### src/rtl/maxpool_seq_pkg.sv
// maxpool_seq_pkg: shared data width, most-negative sample and signed max helper
package maxpool_seq_pkg;
    localparam int DW = 16;
    localparam logic signed [DW-1:0] MIN_VAL = {1'b1, {(DW-1){1'b0}}};

    function automatic logic signed [DW-1:0] smax(input logic signed [DW-1:0] a, input logic signed [DW-1:0] b);
        return (a > b) ? a : b;
    endfunction
endpackage

### src/rtl/maxpool.sv
// maxpool: running signed max accumulator; clean loads the sample, clean with read_clean zeroes it
module maxpool
    import maxpool_seq_pkg::*;
(
    input  logic                 i_clk,
    input  logic                 i_rst,
    input  logic                 i_clean,
    input  logic                 i_read_clean,
    input  logic signed [DW-1:0] i_data,
    output logic signed [DW-1:0] o_data
);
    // accumulate the maximum, or restart it on a clean strobe
    always_ff @(posedge i_clk or posedge i_rst)
        if (i_rst) o_data <= '0;
        else if (i_clean) o_data <= i_read_clean ? '0 : i_data;
        else o_data <= smax(o_data, i_data);
endmodule

### src/rtl/maxpool_seq.sv
// maxpool_seq: feeds a window-ordered stream through maxpool and hands out each window maximum
module maxpool_seq
    import maxpool_seq_pkg::*;
#(
    parameter int POOL_K = 2,
    parameter int MAP_W  = 24,
    parameter int MAP_H  = 24
)(
    input  logic                 i_clk,
    input  logic                 i_rst,
    input  logic                 i_start,
    input  logic                 i_valid,
    output logic                 o_ready,
    input  logic signed [DW-1:0] i_data,
    output logic                 o_valid,
    input  logic                 i_ready,
    output logic signed [DW-1:0] o_data,
    output logic                 o_busy,
    output logic                 o_done
);
    typedef enum logic [1:0] {IDLE, ACC, DONE} state_t;
    localparam int KK    = POOL_K * POOL_K;
    localparam int N_WIN = (MAP_W / POOL_K) * (MAP_H / POOL_K);
    localparam int SW    = $clog2(KK);
    localparam int WW    = $clog2(N_WIN + 1);
    localparam logic [SW-1:0] S_LAST = SW'(KK - 1);
    localparam logic [WW-1:0] W_LAST = WW'(N_WIN - 1);

    state_t state;
    logic [SW-1:0] s;
    logic [WW-1:0] w;
    logic pend, start, accept, xfer, clean;
    logic signed [DW-1:0] acc_in, acc;

    assign start   = (state == IDLE) && i_start;
    assign xfer    = pend && (!o_valid || i_ready);
    // a pending final window already completes the map, so intake closes behind it
    assign o_ready = (state == ACC) && (!pend || xfer) && !(pend && w == W_LAST);
    assign accept  = i_valid && o_ready;
    // the first sample of a window is loaded outright so all-negative windows come out right
    assign clean   = start || (accept && s == '0);
    // idle cycles push the most-negative value so the running max never moves
    assign acc_in  = accept ? i_data : MIN_VAL;
    assign o_busy  = (state == ACC);
    assign o_done  = (state == DONE);

    maxpool u_acc (
        .i_clk       (i_clk),
        .i_rst       (i_rst),
        .i_clean     (clean),
        .i_read_clean(start),
        .i_data      (acc_in),
        .o_data      (acc)
    );

    // sequencer state, sample/window counters and the output handshake register
    always_ff @(posedge i_clk or posedge i_rst)
        if (i_rst) begin
            state   <= IDLE;
            s       <= '0;
            w       <= '0;
            pend    <= 1'b0;
            o_valid <= 1'b0;
            o_data  <= '0;
        end else begin
            o_valid <= xfer || (o_valid && !i_ready);
            pend    <= (accept && s == S_LAST) || (pend && !xfer);
            if (xfer) begin
                o_data <= acc;
                w      <= w + 1'b1;
            end
            case (state)
                IDLE: if (i_start) begin
                    s     <= '0;
                    w     <= '0;
                    state <= ACC;
                end
                ACC: begin
                    if (accept) s <= (s == S_LAST) ? '0 : s + 1'b1;
                    if (xfer && w == W_LAST) state <= DONE;
                end
                default: state <= IDLE;
            endcase
        end
endmodule

### config.mk
export PLATFORM = sky130hd
export DESIGN_NAME = maxpool_seq
export DESIGN_NICKNAME = d
export VERILOG_FILES = /design/src/rtl/maxpool_seq_pkg.sv /design/src/rtl/maxpool.sv /design/src/rtl/maxpool_seq.sv
export SDC_FILE = /design/constraint.sdc
export NUM_CORES = 1
export LEC_CHECK = 0
export ABC_AREA = 1
export CAP_MARGIN = 25
export CORE_ASPECT_RATIO = 0.75
export CORE_MARGIN = 2
export CORE_UTILIZATION = 45
export DETAILED_ROUTE_END_ITERATION = 10
export GPL_ROUTABILITY_DRIVEN = 0
export PLACE_DENSITY_LB_ADDON = 0.3
export SLEW_MARGIN = 20
export SYNTH_ARGS = -nofsm -noshare
export SYNTH_HDL_FRONTEND = slang
export SYNTH_SLANG_ARGS = --single-unit
### constraint.sdc
create_clock -name i_clk -period 3.4 [get_ports i_clk]
set_input_delay 0.85 -clock i_clk [delete_from_list [all_inputs] [get_ports i_clk]]
set_output_delay 0.85 -clock i_clk [all_outputs]
set_load 0.05 [all_outputs]
[After elaboration in Yosys (flattened, before gate mapping)]
Index checks and enable logic that the tools add are counted.
Operators by class
  add/subtract/negate cells: 2
  mux-type cells: 14
  equality and inequality tests: 8
  reduce and logical (&&, ||, !) cells: 26
  order comparisons: 1
Operators with widths (count)
  $mux 16: 4
  $mux 8: 3
  $gt 16x16->1: 1
  $logic_and 1x1->1: 11
  $mux 2: 5
  $add 8x1->8 const B: 1
  $eq 8x8->1 const B: 1
  $pmux 2 s2: 2
  $logic_not 1->1: 5
  $logic_or 1x1->1: 5
  $eq 2x2->1 const B: 2
  $logic_not 2->1: 2
  $ne 2x1->1 const B: 2
  $ne 2x2->1 const B: 2
  $reduce_and 3->1: 1
  $add 2x1->2 const B: 1
  $eq 2x1->1 const B: 1
  $reduce_and 2->1: 1
  $reduce_bool 2->1: 1
Storage, ports and cells
  register bits: 46
  input bits: 21

[Longest topological paths before layout]
Gate-level depths: netlist of run 1.
  word-level depth: 11
  depth in mapped cells: 24
  mapped depth without buffers: 22

[Cells and area by module]
A second synthesis of run 1 with hierarchy kept.
Second synthesis, totals
  cell total of the unflattened synthesis: 387
  area, all modules: 2855.2 um2
By module, submodules not included
  maxpool_seq: cells an instance 208, area an instance 1540.2 um2, times used 1, seq. area each 750.7 um2
  maxpool: cells an instance 179, area an instance 1315.0 um2, times used 1, seq. area each 400.4 um2

[Worst setup path after synthesis of run 1]
No wires, ideal clock.
  path kind: input -> register
  from: input port i_ready
  to: register u_acc.o_data[0]
  path slack: 180 ps
  data required time: 3284 ps
  data arrival time: 3103 ps
  library setup time: 116 ps
  cell stages on the path: 19
  cell sequence: inv_1 -> nand3_1 -> nand2_4 -> nor2_4 -> nand2_2 -> inv_2 -> buf_6 -> nand2_2 -> ha_1 -> nand2_1 -> nor2_1 -> nand2_1 -> inv_1 -> nand2_1 -> a21oi_4 -> nand2_4 -> buf_6 -> nand2_1 -> nand2_1
On the way
  longest elaborated chain between the ends: 9
Ends and longest elaborated chain
  start: declaration: RTL line maxpool_seq.sv:16  | input logic i_ready,
  $logic_or 1x1->1 (*): RTL line maxpool_seq.sv:36  | assign xfer = pend && (!o_valid || i_ready);
  $logic_and 1x1->1 (*): RTL line maxpool_seq.sv:36
  $logic_or 1x1->1 (*): RTL line maxpool_seq.sv:38  | assign o_ready = (state == ACC) && (!pend || xfer) && !(pend && w == W_LAST);
  $logic_and 1x1->1 (*) (2 in series): RTL line maxpool_seq.sv:38
  named net o_ready: RTL line maxpool_seq.sv:13  | output logic o_ready,
  $logic_and 1x1->1 (*): RTL line maxpool_seq.sv:39  | assign accept = i_valid && o_ready;
  $mux 16 / $logic_and 1x1->1 (equally long branches): RTL line maxpool_seq.sv:43, maxpool_seq.sv:41
  $gt 16x16->1, or another cell as far along: RTL line maxpool_seq_pkg.sv:7  | return (a > b) ? a : b;
  $ne 2x2->1 (no line) / $mux 16 (equally long branches)
  end signal: assignment: RTL line maxpool.sv:15  | else if (i_clean) o_data <= i_read_clean ? '0 : i_data;
  end signal: assignment: RTL line maxpool.sv:16  | else o_data <= smax(o_data, i_data);
  end: declaration: RTL line maxpool.sv:10  | output logic signed [DW-1:0] o_data
Mark *: on every way through the listed nets, which the timed path passes. The rest lies on a longest branch. The select of a mux whose other input is x is not followed.
A chain may end at the register's enable or synchronous reset.

[Worst setup path after layout of run 1]
  from: input port i_ready
  to: register u_acc.o_data[14]
On the way
  longest elaborated chain between the ends: 9
Ends and longest elaborated chain (RTL line)
  $logic_or 1x1->1 (*): maxpool_seq.sv:36
  $logic_and 1x1->1 (*): maxpool_seq.sv:36
  $logic_or 1x1->1 (*): maxpool_seq.sv:38
  $logic_and 1x1->1 (*) (2 in series): maxpool_seq.sv:38
  $logic_and 1x1->1 (*): maxpool_seq.sv:39
  $mux 16 / $logic_and 1x1->1 (equally long branches): maxpool_seq.sv:43, maxpool_seq.sv:41
  $gt 16x16->1, or another cell as far along: maxpool_seq_pkg.sv:7
  $ne 2x2->1 (no line) / $mux 16 (equally long branches)
Every way passes the cells marked *; elsewhere a longest branch is shown, timed or not. The select of a mux whose other input is x is not followed.

==> results.json, run 1 <==
{
  "outcome": "finished, final reports clean",
  "synth.distinct_cells": 25,
  "fin_crit_ns": 3.14,
  "postLayoutSetupSlackWorst_ns": 0.262,
  "detailedPlacementHpwl_um": 4160,
  "timing_hold_violations_final": 0,
  "max-clock-path-buffers": 2,
  "maxSlewViolCount": 0,
  "max_capacitance_violation_count": 0,
  "drt_wl_total_um": 5570,
  "cts_sinks": 46,
  "initial_antenna_violation_count": 0,
  "cts_max_level": 2,
  "route.detailed.vias_per_inst": 4.81,
  "tritoncts": "built",
  "initial_core_util_pct": 47.5,
  "worst_hold_slack_ns": 0.473,
  "grt_max_degree": 31,
  "fmaxAchievable_ghz": 0.319,
  "port_buf_inserts": 40,
  "synthCells": 331,
  "maxSlewHeadroom_pct": 57.2,
  "grt_usage_pct": 19.0,
  "ys_seq_area_share_pct": 44.6,
  "cp.arrival_ns": 3.37,
  "multi_input_comb_area_um2": 1230,
  "antenna_left": 0,
  "root_buffer": "clkbuf_8",
  "timing.critical_path.from_type": "input pin",
  "yosysWarningCount": 0,
  "power.leakage_uw": 0.00177,
  "setup_viol_count_final": 0,
  "ys_seq_elements": 46,
  "avgRoutedWirePerCell_um": 12.2,
  "seq_area_um2": 1150,
  "worstSetupEndpointType": "flip-flop",
  "grt.overflow.total": 0,
  "n_antenna_cell": 0,
  "clock_latency_ns": 0.29,
  "final_area_um2": 3250,
  "synth_fp_nets": 371,
  "core_region_area_um2": 5440,
  "die_width_um": 91.5,
  "post-route-drc-count": 0,
  "area_growth_pct": 25.7,
  "cts_hold_repair.buffers": 0,
  "timing_worst_slew_pin_value_ns": 0.640,
  "setup.worst_path.class": "in -> reg",
  "finish.utilization_pct": 59.7,
  "syn_area_um2": 2580,
  "syn_area_per_cell_um2": 7.80,
  "layout_filler_cell_count": 510,
  "total_power_after_layout_uw": 2530,
  "tritoncts.num_buffers": 5,
  "timing.final.crit_share_pct": 92.3,
  "first_pass_grt_wire_length_um": 9820,
  "fp.dieArea_um2": 6370,
  "drtPass1Iterations": 4,
  "first_iter_violations": 137,
  "required_ns": 3.64,
  "clk_pin_slew_worst_paths_ns": 0.08,
  "detailed_place.area_um2": 3130,
  "hp-class": "reg -> reg",
  "ioPinCount": 41,
  "drive_above_1_share_pct": 14.6,
  "grt_setup_unrepaired": "false",
  "finalNetCount": 422,
  "die_height_um": 69.6,
  "floorplan.rows": 23,
  "number_of_global_route_vias_before_repair": 2103,
  "dp_worst_setup_slack_ns": -0.0639,
  "power.density_nw_per_um2": 780,
  "via_count": 2202,
  "critical_path_fanouts_max": 14,
  "clock_skew_ns": 0.00703,
  "vdd_ir_drop_max_mv": 0.363
}
-- state kept, by name (all words and copies together), names as in the netlist --
register      flops
o_data           16
u_acc.o_data     16
w                 8
s                 2
state             2
o_valid           1
pend              1
-- placed cells by master, fill, tap and decap left out, types with 2 or more instances in the layout --
cell,n
a21oi_1,10
buf_12,2
buf_4,10
clkbuf_1,2
clkbuf_8,5
clkdlybuf4s50_1,39
dfrtp_1,46
ha_1,19
inv_1,28
inv_2,14
nand2_1,121
nand2_2,13
nand2_4,3
nand3_1,20
nand4_1,2
nor2_1,22
nor2_2,3
nor2_4,3
nor3_1,3
o21ai_0,10
xnor2_1,2
-- final timing paths --
kind,start,depth (start not counted),slack (ns),to
setup / recovery,i_ready,20,0.26,u_acc.o_data[14]$_DFFE_PP0P_
hold reg to reg,o_data[5]$_DFFE_PP0N_,2,0.47,o_data[5]$_DFFE_PP0N_
setup reg to reg,w[0]$_DFF_PP0_,21,0.64,u_acc.o_data[14]$_DFFE_PP0P_
min in group asynchronous,i_rst,2,0.95,w[2]$_DFF_PP0_
max in group asynchronous,i_rst,3,1.86,o_data[5]$_DFFE_PP0N_
hold / removal,o_data[5]$_DFFE_PP0N_,2,0.47,o_data[5]$_DFFE_PP0N_
-- stage by stage --
| stage | TNS, ns | std cells |
|---|---|---|
| 5_1_grt | 0 | 458 |
| 2_1_floorplan | 0 | 331 |
| 4_1_cts | 0 | 458 |
| 6_report | 0 | 458 |
| 3_3_place_gp | 0 | 450 |
| 3_5_place_dp | -0.855 | 450 |
-- worst max-delay path, stage by stage --
cell	delay [ns]
clkdlybuf4s50_1	0.45
inv_1	0.06
nand3_1	0.14
nand2_4	0.07
nor2_4	0.11
nand2_2	0.06
inv_2	0.06
buf_12	0.14
nand2_1	0.09
ha_1	0.29
a21oi_1	0.16
nor2_1	0.05
nor2_1	0.09
nand2_1	0.06
nand2_1	0.11
nand2_1	0.08
nand2_2	0.11
buf_4	0.20
nand3_1	0.10
nand2_1	0.07
-- cells by family (layout without fill, tap and decap cells) --
kind of cell,Yosys count,after routing,share of synthesized area [%]
compound gates,23,23,5.14
xor+xnor,2,2,0.678
fa+ha+maj,19,19,9.21
buf+inv,50,102,8.09
flops,46,46,44.6
simple gates,191,191,32.3
-- timing repair --
item	CTS	global route
gates resized for setup	0	2
setup buffers	0	0
endpoints found under the setup margin	0	8
-- layout make-up --
| type | instances | area share (%) |
|---|---|---|
| Inverter | 43 | 4.97 |
| Clock inverter | 1 | 0.925 |
| Sequential cell | 46 | 35.5 |
| Multi-Input combinational cell | 235 | 37.8 |
| Timing Repair Buffer | 51 | 15.6 |
| Clock buffer | 7 | 2.35 |
| Tap cell | 75 | 2.89 |
-- Yosys cell counts, drive strengths merged --
| cell type | n | area [µm²] |
|---|---|---|
| nand2 | 137 | 569 |
| dfrtp | 46 | 1150 |
| inv | 42 | 158 |
| nor2 | 28 | 130 |
| nand3 | 20 | 100 |
| ha | 19 | 238 |
| a21oi | 12 | 75.1 |
| o21ai | 10 | 50.1 |
| buf | 5 | 40.0 |
| nor3 | 3 | 15.0 |
| clkbuf | 2 | 7.51 |
| nand4 | 2 | 12.5 |
| xnor2 | 2 | 17.5 |
| a21o | 1 | 7.51 |
| clkinv | 1 | 3.75 |
| nor3b | 1 | 7.51 |
-- power breakdown --
part           switching, µW  internal [µW]
logic                    825            454
registers                128            724
clock network            181            220
total                   1130           1400
-- routing by layer --
layer	vias to the layer above	share of wire, %	routed length, µm	GRT usage, %
met5	-	0	0	0
met1	1033	50	2810	27.9
met3	6	3.4	188	4.02
met4	0	1.1	62	4.38
met2	41	45	2510	28.8
li1	1122	-	-	-
(Power assumes the default switching activity.)
==> run 2: changes to the inputs <==
--- a/config.mk
+++ b/config.mk
@@ -16,4 +16,5 @@
 export SLEW_MARGIN = 20
 export SYNTH_ARGS = -nofsm -noshare
 export SYNTH_HDL_FRONTEND = slang
+export SYNTH_HIERARCHICAL = 1
 export SYNTH_SLANG_ARGS = --single-unit
==> results.json, run 2 <==
{
  "n_antenna_cell": 0,
  "drive_above_1_share_pct": 13.1,
  "synth_area_leader_cell": "dfrtp_1",
  "tritoncts": "built",
  "fin_crit_ns": 3.11,
  "finalNetCount": 473,
  "crit_path_max_delay_cell_type": "clkdlybuf4s50_1",
  "cts_hold_repair.buffers": 0,
  "timing_hold_violations_final": 0,
  "drt_wl_total_um": 6060,
  "detailed_place.area_um2": 3350,
  "ys_seq_elements": 46,
  "timing.final.crit_share_pct": 91.4,
  "initial_core_util_pct": 45.9,
  "maxSlewViolCount": 0,
  "wl_met2_um": 2660,
  "area_growth_pct": 23.5,
  "ys_dominant_reg_cell": "dfrtp_1",
  "drtPass1Iterations": 4,
  "maxSlewHeadroom_pct": 58.2,
  "timing_worst_slew_pin_value_ns": 0.626,
  "syn_area_per_cell_um2": 7.38,
  "dp_worst_setup_slack_ns": -0.0604,
  "die_width_um": 96.0,
  "root_buffer": "clkbuf_8",
  "clk_pin_slew_worst_paths_ns": 0.08,
  "setup_tns_ns": 0,
  "most-common-layout-cells": "130 x nand2_1, 61 x inv_1, 46 x nor2_1, 46 x dfrtp_1, 39 x clkdlybuf4s50_1",
  "detailedPlacementHpwl_um": 4310,
  "critical_path_fanouts_max": 20,
  "max_capacitance_violation_count": 0,
  "first_pass_grt_wire_length_um": 9970,
  "grt_max_degree": 30,
  "grt_usage_pct": 18.3,
  "clock_latency_ns": 0.30,
  "final_area_um2": 3530,
  "largest_incremental_delay_on_the_critical_path_ns": 0.45,
  "post-route-drc-count": 0,
  "core_region_area_um2": 6220,
  "power.density_nw_per_um2": 803,
  "setup.worst_path.class": "in -> reg",
  "tritoncts.num_buffers": 5,
  "timing.critical_path.cells": "clkdlybuf4s50_1 -> inv_1 -> nand3_2 -> nand2_2 -> inv_2 -> nand3_2 -> buf_12 -> nor2_1 -> inv_1 -> ha_1 -> nand2_2 -> nor2_4 -> nand2_2 -> nor2_4 -> nand2_2 -> nand4_1 -> nand2_4 -> nand3_1 -> nand2_1",
  "route.detailed.vias_per_inst": 4.68,
  "syn_area_um2": 2860,
  "clock_skew_ns": 0.00811,
  "postLayoutSetupSlackWorst_ns": 0.292,
  "layout_filler_cell_count": 609,
  "seq_area_um2": 1150,
  "avgRoutedWirePerCell_um": 11.8,
  "ioPinCount": 41,
  "yosysWarningCount": 6,
  "routed_wire_length_on_met3_um": 250,
  "initial_antenna_violation_count": 0,
  "worstSetupEndpointType": "flip-flop",
  "multi_input_comb_area_um2": 1440,
  "netlist.area_leader.share_pct": 40.3,
  "synth.distinct_cells": 29,
  "setup_viol_count_final": 0,
  "dr.max_layer_used": "met4",
  "grt_setup_unrepaired": "false",
  "fmaxAchievable_ghz": 0.322,
  "ys_seq_area_share_pct": 40.3,
  "yosys.cell_count.top_type": "nand2_1",
  "fp.dieArea_um2": 7010,
  "detail_route.wirelength.met1_um": 3090,
  "power.leakage_uw": 0.00190,
  "cp.arrival_ns": 3.30,
  "via_count": 2412,
  "timing.critical_path.buf_inv": 5,
  "hp-class": "reg -> reg",
  "yosys-top-cells-area": "dfrtp_1 40%, nand2_1 17%, ha_1 8.3%, inv_1 8.0%, nor2_1 6.2%",
  "required_ns": 3.59,
  "die_height_um": 73.0,
  "max-clock-path-buffers": 2,
  "asyncSetResetFlopFracSynth_pct": 100,
  "top_regs": "o_data x16, u_acc/o_data x16, w x8",
  "worst_hold_slack_ns": 0.482,
  "synthCells": 387,
  "cts_max_level": 2,
  "floorplan.rows": 25,
  "vdd_ir_drop_max_mv": 0.506,
  "synth.top_cells.by_count": "133 x nand2_1, 61 x inv_1, 47 x nor2_1",
  "antenna_left": 0,
  "cp_top_family": "simple AND/OR/NAND/NOR gates",
  "path_common_cell": "nand2_2",
  "port_buf_inserts": 40,
  "synth_fp_nets": 427,
  "first_iter_violations": 133,
  "grt.overflow.total": 0,
  "layout.cells.most_common": "nand2_1",
  "number_of_global_route_vias_before_repair": 2113,
  "synth-edff-count": 0,
  "timing.critical_path.from_type": "input pin",
  "outcome": "finished, final reports clean",
  "cts_sinks": 46
}
==> run 2: cell count changes after synthesis, sizes merged, moves of 2 or more <==
cell and change:
inv +24, nor2 +24, nand3 +10, o21ai -6
buf +3, nand2 +3, a21oi -2, nor3 -2
o21a +2, xnor2 -2
==> run 2: worst paths after layout <==
kind | startpoint | endpoint | slack (ns) | cells after the start
max | i_ready | u_acc/o_data[4]$_DFFE_PP0P_ | 0.29 | 19
min | o_data[7]$_DFFE_PP0P_ | o_data[7]$_DFFE_PP0P_ | 0.48 | 2
max reg2reg | w[1]$_DFF_PP0_ | u_acc/o_data[2]$_DFFE_PP0P_ | 0.63 | 16
min reg2reg | o_data[7]$_DFFE_PP0P_ | o_data[7]$_DFFE_PP0P_ | 0.48 | 2
max in group asynchronous | i_rst | u_acc/o_data[5]$_DFFE_PP0P_ | 2.05 | 2
min in group asynchronous | i_rst | o_data[11]$_DFFE_PP0P_ | 0.71 | 2
==> run 2: cell type report <==
class / count / share of cell area [%]
clock buffers: 5 / 1.95
clock inverters: 3 / 1.24
inverters: 66 / 7.03
multi-input cells: 267 / 40.8
flip-flops and latches: 46 / 32.6
well taps: 81 / 2.87
repair buffers: 47 / 13.5
==> run 2: tightest hold or removal path, cell delays in order, from the launching register on <==
cell,delay [ns]
dfrtp_1,0.35
nand2_1,0.06
nand2_1,0.05
==> run 2: timing repair <==
item                                    CTS  global route
gates resized for setup                   0             9
buffers inserted                          0             0
endpoints found under the setup margin    0            16
==> run 2: where the power goes <==
group | internal (µW) | total [µW] | leakage (µW) | switching, µW
clock network | 220 | 416 | 0.0000585 | 195
registers | 737 | 888 | 0.000607 | 151
logic | 513 | 1530 | 0.00123 | 1020
total | 1470 | 2830 | 0.00190 | 1360
==> run 2: stage by stage <==
stage,cells,power (µW),util [%]
detailed placement,505,2340,53.9
finish,515,2830,56.6
floorplan,387,1970,-
global placement,505,2310,53.9
CTS,513,2760,55.7
global route,515,3050,56.6
==> run 2: metal layers <==
layer,vias to the layer above,track usage [%]
li1,1262,-
met1,1087,27.6
met2,58,27.3
met3,5,3.41
met4,0,3.81
met5,-,0
==> run 2: cell families (layout without fill, tap and decap cells) <==
family / count (synthesis) / in the layout / share of synthesized area (%)
AOI/OAI and AO/OA: 18 / 18 / 3.59
xor gates and xnor gates: 1 / 1 / 0.307
adders and majority gates: 19 / 19 / 8.33
buffers and inverters: 76 / 121 / 11.4
DFF: 46 / 46 / 40.3
and+or+nand+nor: 227 / 229 / 36.0
==> run 3: changes to the inputs <==
==> constraint.sdc (replaced) <==
create_clock -name i_clk -period 3.6 [get_ports i_clk]
set_input_delay 0.9 -clock i_clk [delete_from_list [all_inputs] [get_ports i_clk]]
set_output_delay 0.9 -clock i_clk [all_outputs]
set_load 0.05 [all_outputs]
==> results.json, run 3 (synthesis results as in run 2) <==
{
  "outcome": "finished, final reports clean",
  "hp-class": "reg -> reg",
  "cts_max_level": 2,
  "clock_skew_ns": 0.00725,
  "timing_hold_violations_final": 0,
  "first_iter_violations": 111,
  "detailedPlacementHpwl_um": 4430,
  "clk_pin_slew_worst_paths_ns": 0.09,
  "timing.critical_path.cells": "clkdlybuf4s50_1 -> inv_1 -> nand3_1 -> nand2_1 -> inv_2 -> nand3_2 -> or2_2 -> inv_1 -> ha_1 -> nand2_2 -> inv_1 -> nand2_1 -> nand2_1 -> a21oi_1 -> nand4_1 -> nand2_4 -> nand3_1 -> nand2_1",
  "number_of_global_route_vias_before_repair": 2246,
  "initial_antenna_violation_count": 0,
  "via_count": 2438,
  "detailed_place.area_um2": 3330,
  "finish.utilization_pct": 55.6,
  "n_antenna_cell": 0,
  "tritoncts": "built",
  "ioPinCount": 41,
  "largest_incremental_delay_on_the_critical_path_ns": 0.46,
  "crit_path_max_delay_cell_type": "clkdlybuf4s50_1",
  "grt_usage_pct": 19.4,
  "combinationalPowerShare_pct": 51.1,
  "power.sequential.fraction_pct": 31.5,
  "path_common_cell": "nand2_1",
  "cts_sinks": 46,
  "power.switching_uw": 1230,
  "setup_viol_count_final": 0,
  "multi_input_comb_area_um2": 1380,
  "fp.dieArea_um2": 7010,
  "min-delay-start": "o_data[5]$_DFFE_PP0P_",
  "first_pass_grt_wire_length_um": 10300,
  "power.density_nw_per_um2": 767,
  "timing.final.crit_share_pct": 91.5,
  "drive_above_1_share_pct": 10.7,
  "drt_wl_total_um": 6020,
  "regToRegStartpoint": "w[1]$_DFF_PP0_",
  "critical_path_origin": "i_ready",
  "vdd_ir_drop_max_mv": 0.623,
  "timing.critical_path.buf_inv": 5,
  "cp.arrival_ns": 3.54,
  "drtPass1Iterations": 4,
  "port_buf_inserts": 40,
  "tritoncts.num_buffers": 5,
  "grt_setup_unrepaired": "false",
  "initial_core_util_pct": 45.9,
  "worstSetupEndpointType": "flip-flop",
  "setup.worst_path.class": "in -> reg",
  "layout_filler_cell_count": 619,
  "clock_latency_ns": 0.31,
  "fmaxAchievable_ghz": 0.303,
  "timing.critical_path.from_type": "input pin",
  "core_region_area_um2": 6220,
  "maxSlewViolCount": 0,
  "post_cts.repair.setup_buffers": 0,
  "max_capacitance_violation_count": 0,
  "post_cts_resize_count": 0,
  "avgRoutedWirePerCell_um": 11.8,
  "fin_crit_ns": 3.30,
  "root_buffer": "clkbuf_8",
  "sw_frac_of_total_pct": 46.3,
  "post-route-drc-count": 0,
  "route.detailed.vias_per_inst": 4.77,
  "seq_area_um2": 1150,
  "timing_worst_slew_pin_value_ns": 0.685,
  "maxSlewHeadroom_pct": 54.3,
  "p_int_uw": 1430,
  "critical_path_fanouts_max": 16,
  "die_height_um": 73.0,
  "floorplan.rows": 25,
  "power.leakage_uw": 0.00188,
  "most-common-layout-cells": "133 x nand2_1, 61 x inv_1, 47 x nor2_1",
  "cts_hold_repair.buffers": 0,
  "required_ns": 3.84,
  "clockPowerShare_pct": 17.4,
  "finalNetCount": 469,
  "area_growth_pct": 21.3,
  "top_regs": "o_data x16, u_acc/o_data x16, w x8",
  "antenna_left": 0,
  "layout.cells.most_common": "nand2_1",
  "final_area_um2": 3460,
  "grt_max_degree": 29,
  "cp_top_family": "simple AND/OR/NAND/NOR gates",
  "die_width_um": 96.0,
  "grt.overflow.total": 0,
  "max-clock-path-buffers": 2
}
run 3: worst register-to-register path: stages, from the launching register on:
cell     delay (ns)
dfrtp_1        0.42
ha_1           0.23
nand2_1        0.09
nor2_2         0.06
nand2_1        0.07
nand3_2        0.10
or2_2          0.29
inv_1          0.08
ha_1           0.29
nand2_2        0.13
inv_1          0.05
nand2_1        0.06
nand2_1        0.06
a21oi_1        0.20
nand4_1        0.17
nand2_4        0.26
nand3_1        0.13
nand2_1        0.10
run 3: layout make-up:
type / instances / share of cell area (%)
clock inverters: 3 / 1.99
flip-flops and latches: 46 / 33.2
repair buffers: 45 / 12.9
inverters: 66 / 7.15
multi-input cells: 265 / 39.8
clock buffers: 5 / 1.99
well taps: 81 / 2.93
run 3: stage by stage:
step	TNS, ns	hold slack, ns	worst slack [ns]	std cells	power, µW
finish	0	0.483	0.305	511	2650
global route	0	0.505	0.0170	511	2860
CTS	0	0.489	0.284	511	2680
detailed placement	-0.00432	0.466	-0.00265	503	2210
global placement	0	0.463	0.0792	503	2170
floorplan	0	0.464	0.678	387	1860
run 3: power by group through the flow:
| stage | Sequential (µW) | Combinational [µW] | Clock, µW |
|---|---|---|---|
| after floorplan | 1140 | 725 | 0 |
| after global placement | 840 | 1330 | 0 |
| after detailed placement | 848 | 1360 | 0 |
| after CTS | 838 | 1370 | 474 |
| after global routing | 861 | 1500 | 495 |
| final | 837 | 1360 | 462 |
run 3: path summary, 6_finish.rpt:
path                       slack (ns)  cells after the start                          end
min                              0.48                      2        o_data[5]$_DFFE_PP0P_
min in group asynchronous        0.79                      2       o_data[11]$_DFFE_PP0P_
max                              0.30                     18  u_acc/o_data[1]$_DFFE_PP0P_
min reg2reg                      0.48                      2        o_data[5]$_DFFE_PP0P_
max reg2reg                      0.75                     17  u_acc/o_data[1]$_DFFE_PP0P_
max in group asynchronous        2.13                      2  u_acc/o_data[9]$_DFFE_PP0P_
run 3: metal layers:
metal | wire, µm | GRT usage, %
met1 | 2960 | 27.4
met2 | 2690 | 29.3
met3 | 289 | 5.06
met4 | 81 | 5.71
met5 | 0 | 0
